**config.mk**
```make
export PLATFORM = sky130hd
export DESIGN_NAME = tage_table_arbiter
export DESIGN_NICKNAME = d
export VERILOG_FILES = /design/src/rtl/tage_table_arbiter.sv
export SDC_FILE = /design/constraint.sdc
export NUM_CORES = 1
export LEC_CHECK = 0
export CORE_MARGIN = 3
export CORE_UTILIZATION = 55
export DETAILED_ROUTE_END_ITERATION = 8
export GPL_TIMING_DRIVEN = 0
export HOLD_SLACK_MARGIN = 0.1
export PLACE_DENSITY_LB_ADDON = 0.15
export SLEW_MARGIN = 40
export SYNTH_ARGS = -nofsm -noshare
export SYNTH_HDL_FRONTEND = slang
export SYNTH_SLANG_ARGS = --single-unit
```
**constraint.sdc**
```tcl
create_clock -name clk -period 7.6 [get_ports clk]
set_input_delay 0.76 -clock clk [delete_from_list [all_inputs] [get_ports clk]]
set_output_delay 0.76 -clock clk [all_outputs]
set_load 0.01 [all_outputs]
```
**src/rtl/tage_table_arbiter.sv**
```systemverilog
// tage_table_arbiter: shares one TAGE tagged-table BRAM port between lookups and posted updates
// Ports:
//   clk, reset (async, active-low)
//   lookup_req/lookup_addr -> lookup_grant (comb), lookup_data_valid/lookup_data (one cycle after grant)
//   upd_req/upd_addr/upd_data -> upd_ready; updates are posted into an in-order queue
//   table_en/table_we/table_addr/table_wdata -> BRAM, table_rdata <- BRAM (1-cycle synchronous read)
//   queue_count: occupied update-queue entries
// Optional: define TAGE_ARB_FWD_EN to forward the youngest queued update to a lookup of the same index.
module tage_table_arbiter #(
    parameter int ADDR_W     = 10,
    parameter int DATA_W     = 16,
    parameter int QDEPTH     = 4,
    parameter int STARVE_MAX = 8
) (
    input  logic                         clk,
    input  logic                         reset,
    input  logic                         lookup_req,
    input  logic [ADDR_W-1:0]            lookup_addr,
    output logic                         lookup_grant,
    output logic                         lookup_data_valid,
    output logic [DATA_W-1:0]            lookup_data,
    input  logic                         upd_req,
    input  logic [ADDR_W-1:0]            upd_addr,
    input  logic [DATA_W-1:0]            upd_data,
    output logic                         upd_ready,
    output logic                         table_en,
    output logic                         table_we,
    output logic [ADDR_W-1:0]            table_addr,
    output logic [DATA_W-1:0]            table_wdata,
    input  logic [DATA_W-1:0]            table_rdata,
    output logic [$clog2(QDEPTH+1)-1:0]  queue_count
);
    localparam int CW = $clog2(QDEPTH + 1);
    localparam int PW = $clog2(QDEPTH);
    localparam int SW = $clog2(STARVE_MAX + 1);

    logic [ADDR_W-1:0] q_addr [QDEPTH];
    logic [DATA_W-1:0] q_data [QDEPTH];
    logic [PW-1:0]     wr_ptr, rd_ptr;
    logic [CW-1:0]     count;
    logic [SW-1:0]     starve_cnt;
    logic [DATA_W-1:0] last_data, rd_data;
    logic              not_empty, force_wr, do_read, do_write, enq;

    // Every combinational output is qualified with reset so the BRAM sees nothing while in reset.
    assign not_empty    = count != '0;
    assign force_wr     = not_empty && starve_cnt == SW'(STARVE_MAX);
    assign do_write     = reset && not_empty && (force_wr || !lookup_req);
    assign do_read      = reset && lookup_req && !force_wr;
    assign upd_ready    = reset && count < CW'(QDEPTH);
    assign enq          = upd_req && upd_ready;
    assign lookup_grant = do_read;
    assign table_en     = do_read || do_write;
    assign table_we     = do_write;
    assign table_addr   = do_write ? q_addr[rd_ptr] : do_read ? lookup_addr : '0;
    assign table_wdata  = do_write ? q_data[rd_ptr] : '0;
    assign queue_count  = count;
    // Data is only fresh in the valid cycle; afterwards the last delivered value is held.
    assign lookup_data  = lookup_data_valid ? rd_data : last_data;

    always_ff @(posedge clk) begin
        if (enq) begin
            q_addr[wr_ptr] <= upd_addr;
            q_data[wr_ptr] <= upd_data;
        end
    end

    always_ff @(posedge clk or negedge reset) begin
        if (!reset) begin
            wr_ptr            <= '0;
            rd_ptr            <= '0;
            count             <= '0;
            starve_cnt        <= '0;
            lookup_data_valid <= 1'b0;
            last_data         <= '0;
        end else begin
            if (enq) wr_ptr <= wr_ptr + 1'b1;
            if (do_write) rd_ptr <= rd_ptr + 1'b1;
            count             <= count + CW'(enq) - CW'(do_write);
            starve_cnt        <= (!not_empty || do_write) ? '0 :
                                 (starve_cnt == SW'(STARVE_MAX)) ? starve_cnt : starve_cnt + 1'b1;
            lookup_data_valid <= do_read;
            if (lookup_data_valid) last_data <= rd_data;
        end
    end

`ifdef TAGE_ARB_FWD_EN
    logic              fwd_hit_n, fwd_hit;
    logic [DATA_W-1:0] fwd_data_n, fwd_data;

    // Walk from oldest to youngest so the last match wins. A read never coincides with a
    // dequeue, so every occupied entry is still pending in the grant cycle.
    always_comb begin
        fwd_hit_n  = 1'b0;
        fwd_data_n = '0;
        for (int i = 0; i < QDEPTH; i++) begin
            if (CW'(i) < count && q_addr[rd_ptr + PW'(i)] == lookup_addr) begin
                fwd_hit_n  = 1'b1;
                fwd_data_n = q_data[rd_ptr + PW'(i)];
            end
        end
    end

    always_ff @(posedge clk or negedge reset) begin
        if (!reset) begin
            fwd_hit  <= 1'b0;
            fwd_data <= '0;
        end else if (do_read) begin
            fwd_hit  <= fwd_hit_n;
            fwd_data <= fwd_data_n;
        end
    end

    assign rd_data = fwd_hit ? fwd_data : table_rdata;
`else
    assign rd_data = table_rdata;
`endif
endmodule
```
==> summary.md <==
| Metric | Value |
|---|---|
| Status | finished, final reports clean |
| Clk slew on worst S/H paths | 60 ps |
| Tcrit/Tclk final | 0.518 |
| Drt drc | 0 |
| Drt first pass iters | 4 |
| Post-synthesis register bit count | 132 |
| Number of DRC markers in iteration 0 | 108 |
| Combinational Power Share | 0.274 |
| Via count | 2985 |
| HP Class | input pin to async pin |
| Max Buffers Root-to-Sink | 2 |
| First-pass GRT wire length | 17.0 mm |
| Measured slew at the worst slew-check pin | 728 ps |
| CTS Hold Buffers Added | 0 |
| Placement Setup Slack | 3670 ps |
| Worst reg2reg path depth | 12 |
| Mux share of post-synthesis cell area | 0.155 |
| Post-Synth Adder-Cell Area | 0.0223 |
| FF+latch area | 3820 µm² |
| Sw Ratio | 0.276 |
| Initial antenna violation count | 0 |
| CTS tree | built |
| Clk pwr share | 0.337 |
| Setup Skew | 7.29 ps |
| Final setup TNS | 0 ps |
| IO Port Bufs | 104 |
| Most frequent cells in the layout | edfxtp_1, clkdlybuf4s50_1, dfrtp_1 |
| P&R area growth vs syn | 34.2% |
| CTS Root Cell | clkbuf_8 |
| Synth cell types | 32 |
| Top Ports | 106 |
| Lkg Pwr | 2.62 nW |
| Core Rows | 35 |
| Final net count | 457 |
| Worst Path Arrival | 3180 ps |
| Routed len/inst | 19.8 µm |
| Setup ws final | 3660 ps |
| Worst setup SP type | input pin |
| Multi-input logic area | 1440 µm² |
| Crit path capture | table_wdata[12] |
| Num CTS Buffers | 17 |
| Vias/cell | 5.59 |
| Commonest non-fill, non-tap cell in the layout | edfxtp_1 |
| Cells after synthesis | 267 |
| Synth area leaders | edfxtp_1, dfrtp_1, mux4_1 |
| Largest family of logic cells by synthesized area | multiplexers |
| Die W | 105 µm |
| GRT Total Usage | 0.205 |
| Avg Cell Area, Syn | 20.2 µm² |
| Total setup buffers inserted after CTS | 0 |
| Core Footprint | 9370 µm² |
| RSZ-0062 raised after global routing | false |
| Max-slew headroom | 0.515 |
| Power share of the sequential group | 0.389 |
| Diode count | 0 |
| Crit. End Element | output pin |
| Post-synth net total | 332 |
| Synth Area in Compound Gates | 0.0332 |
| Pwr Density | 327 nW/µm² |
| R2R Path End | queue_count[2] |
| XOR/XNOR share of the synthesized area | 0.0128 |
| Setup CP Type | input pin to output pin |
| DIE HEIGHT | 105 µm |
| Fill cells | 551 |
| Crit path required time | 6840 ps |
| Max H-tree Level | 4 |
| Initial Util | 0.575 |
| Die area | 11000 µm² |
| Detailed Route WL | 10.6 mm |
| Cell internal pwr | 0.00171 W |
| Simple-Gate Fraction of Synth Area | 0.0432 |
| Fin. Hold Viols | 0 |
| Gr ovfl total | 0 |
| R2r setup slk | 4600 ps |
| DP Wirelength | 6.92 mm |
| PostCTS Resize Cnt | 0 |
| Sequential element share of the synthesized area | 0.709 |
| Power, Total | 0.00236 W |
| Largest net degree at the start of global routing | 30 |
| Placed Area | 6650 µm² |
| Slew Viols, Final | 0 |
| Final setup fails | 0 |
| Clock latency at the later pin of the worst-skew pair | 510 ps |
| Period minus WS final | 3940 ps |
| Reg-to-reg startpoint | starve_cnt[0] |
| Maximum VDD drop | 0.000222 V |
| Placer Congestion | 0.788 |
| Vias in the first global route | 3224 |
| Yosys warning count | 0 |
| Leading area contributor after synthesis | edfxtp_1 |
| Layout cells sized above 1 | 0.212 |
| Yosys top cell area share | 0.579 |
| Final Cell Area | 7230 µm² |
| Clock sinks | 132 |
| Max-cap viol count | 0 |
| Fmax | 0.254 GHz |
| Setup crit start | reset |
| Cell Area, Synth | 5390 µm² |
| Worst-path maximum fanout | 29 |
| Post-route ant nets | 0 |
| Sw Pwr | 0.000651 W |
[area by class of cell]
type	instances	share of cell area
flip-flops and latches	132	0.529
multi-input cells	112	0.199
repair buffers	106	0.151
clock buffers	18	0.0578
clock inverters	14	0.0230
well taps	129	0.0223
plain buffers	14	0.0135
inverters	9	0.00467
[cell usage after synthesis]
| master | number |
|---|---|
| edfxtp_1 | 104 |
| dfrtp_1 | 28 |
| mux2_2 | 17 |
| mux4_1 | 16 |
| and2_1 | 11 |
| a32o_1 | 10 |
| mux4_2 | 10 |
| inv_1 | 9 |
| ha_1 | 8 |
| and2_2 | 7 |
| buf_6 | 5 |
| clkbuf_1 | 5 |
| and3_1 | 4 |
| nand2_1 | 4 |
| xnor2_1 | 4 |
| a211oi_1 | 3 |
| buf_2 | 3 |
| nand3_1 | 3 |
| o21a_1 | 2 |
| xor2_1 | 2 |
| a211oi_4 | 1 |
| a31oi_1 | 1 |
| buf_4 | 1 |
| fa_1 | 1 |
| nand3b_4 | 1 |
| nor2b_1 | 1 |
| nor3_4 | 1 |
| o22ai_1 | 1 |
| o32ai_1 | 1 |
| or3_1 | 1 |
| or3_2 | 1 |
| xor2_2 | 1 |
[stage by stage]
step / cells / hold WS, ps / utilization
CTS: 534 / 273 / 0.772
global placement: 500 / 479 / 0.704
finish: 534 / 275 / 0.772
floorplan: 267 / 464 / -
detailed placement: 502 / 486 / 0.710
global route: 534 / 300 / 0.772
[registers in the layout, summed over array words and instances, names as in the netlist]
signal	count
q_data	64
q_addr	40
last_data	16
starve_cnt	4
queue_count	3
rd_ptr	2
wr_ptr	2
lookup_data_valid	1
[power by group through the flow]
stage          Clock (W)  Sequential, W  Combinational [W]
2_1_floorplan          0       0.000925           0.000397
3_3_place_gp           0       0.000928           0.000625
3_5_place_dp           0       0.000933           0.000651
4_1_cts         0.000808       0.000920           0.000659
5_1_grt         0.000844       0.000928           0.000700
6_report        0.000797       0.000919           0.000646
[worst max-delay path, cell delays in order]
cell and delay (ps):
buf_2 500, buf_2 320, inv_1 130, a211oi_4 510, buf_6 230, and2_1 160
clkdlybuf4s50_1 550
[layer usage]
| metal | GRT usage | vias up | share of wire |
|---|---|---|---|
| li1 | - | 1327 | - |
| met1 | 0.249 | 1542 | 0.40 |
| met2 | 0.346 | 105 | 0.53 |
| met3 | 0.0698 | 11 | 0.058 |
| met4 | 0.0703 | 0 | 0.015 |
| met5 | 0 | - | 0 |
[cell families after synthesis]
kind of cell / Yosys count
xor+xnor: 7
flops: 132
buf+inv: 23
mux: 43
simple gates: 34
fa+ha+maj: 9
compound gates: 19
[how the worst min path moves through the flow]
stage	endpoint	cells after the start	slack, ps	start
global placement	last_data[14]	1	480	last_data[14]
detailed placement	last_data[0]	1	490	last_data[0]
floorplan	last_data[0]	0	460	reset
global route	last_data[3]	1	300	reset
CTS	starve_cnt[2]	1	270	reset
finish	starve_cnt[2]	1	280	reset
No activity file was read; power rests on OpenSTA's default activity.
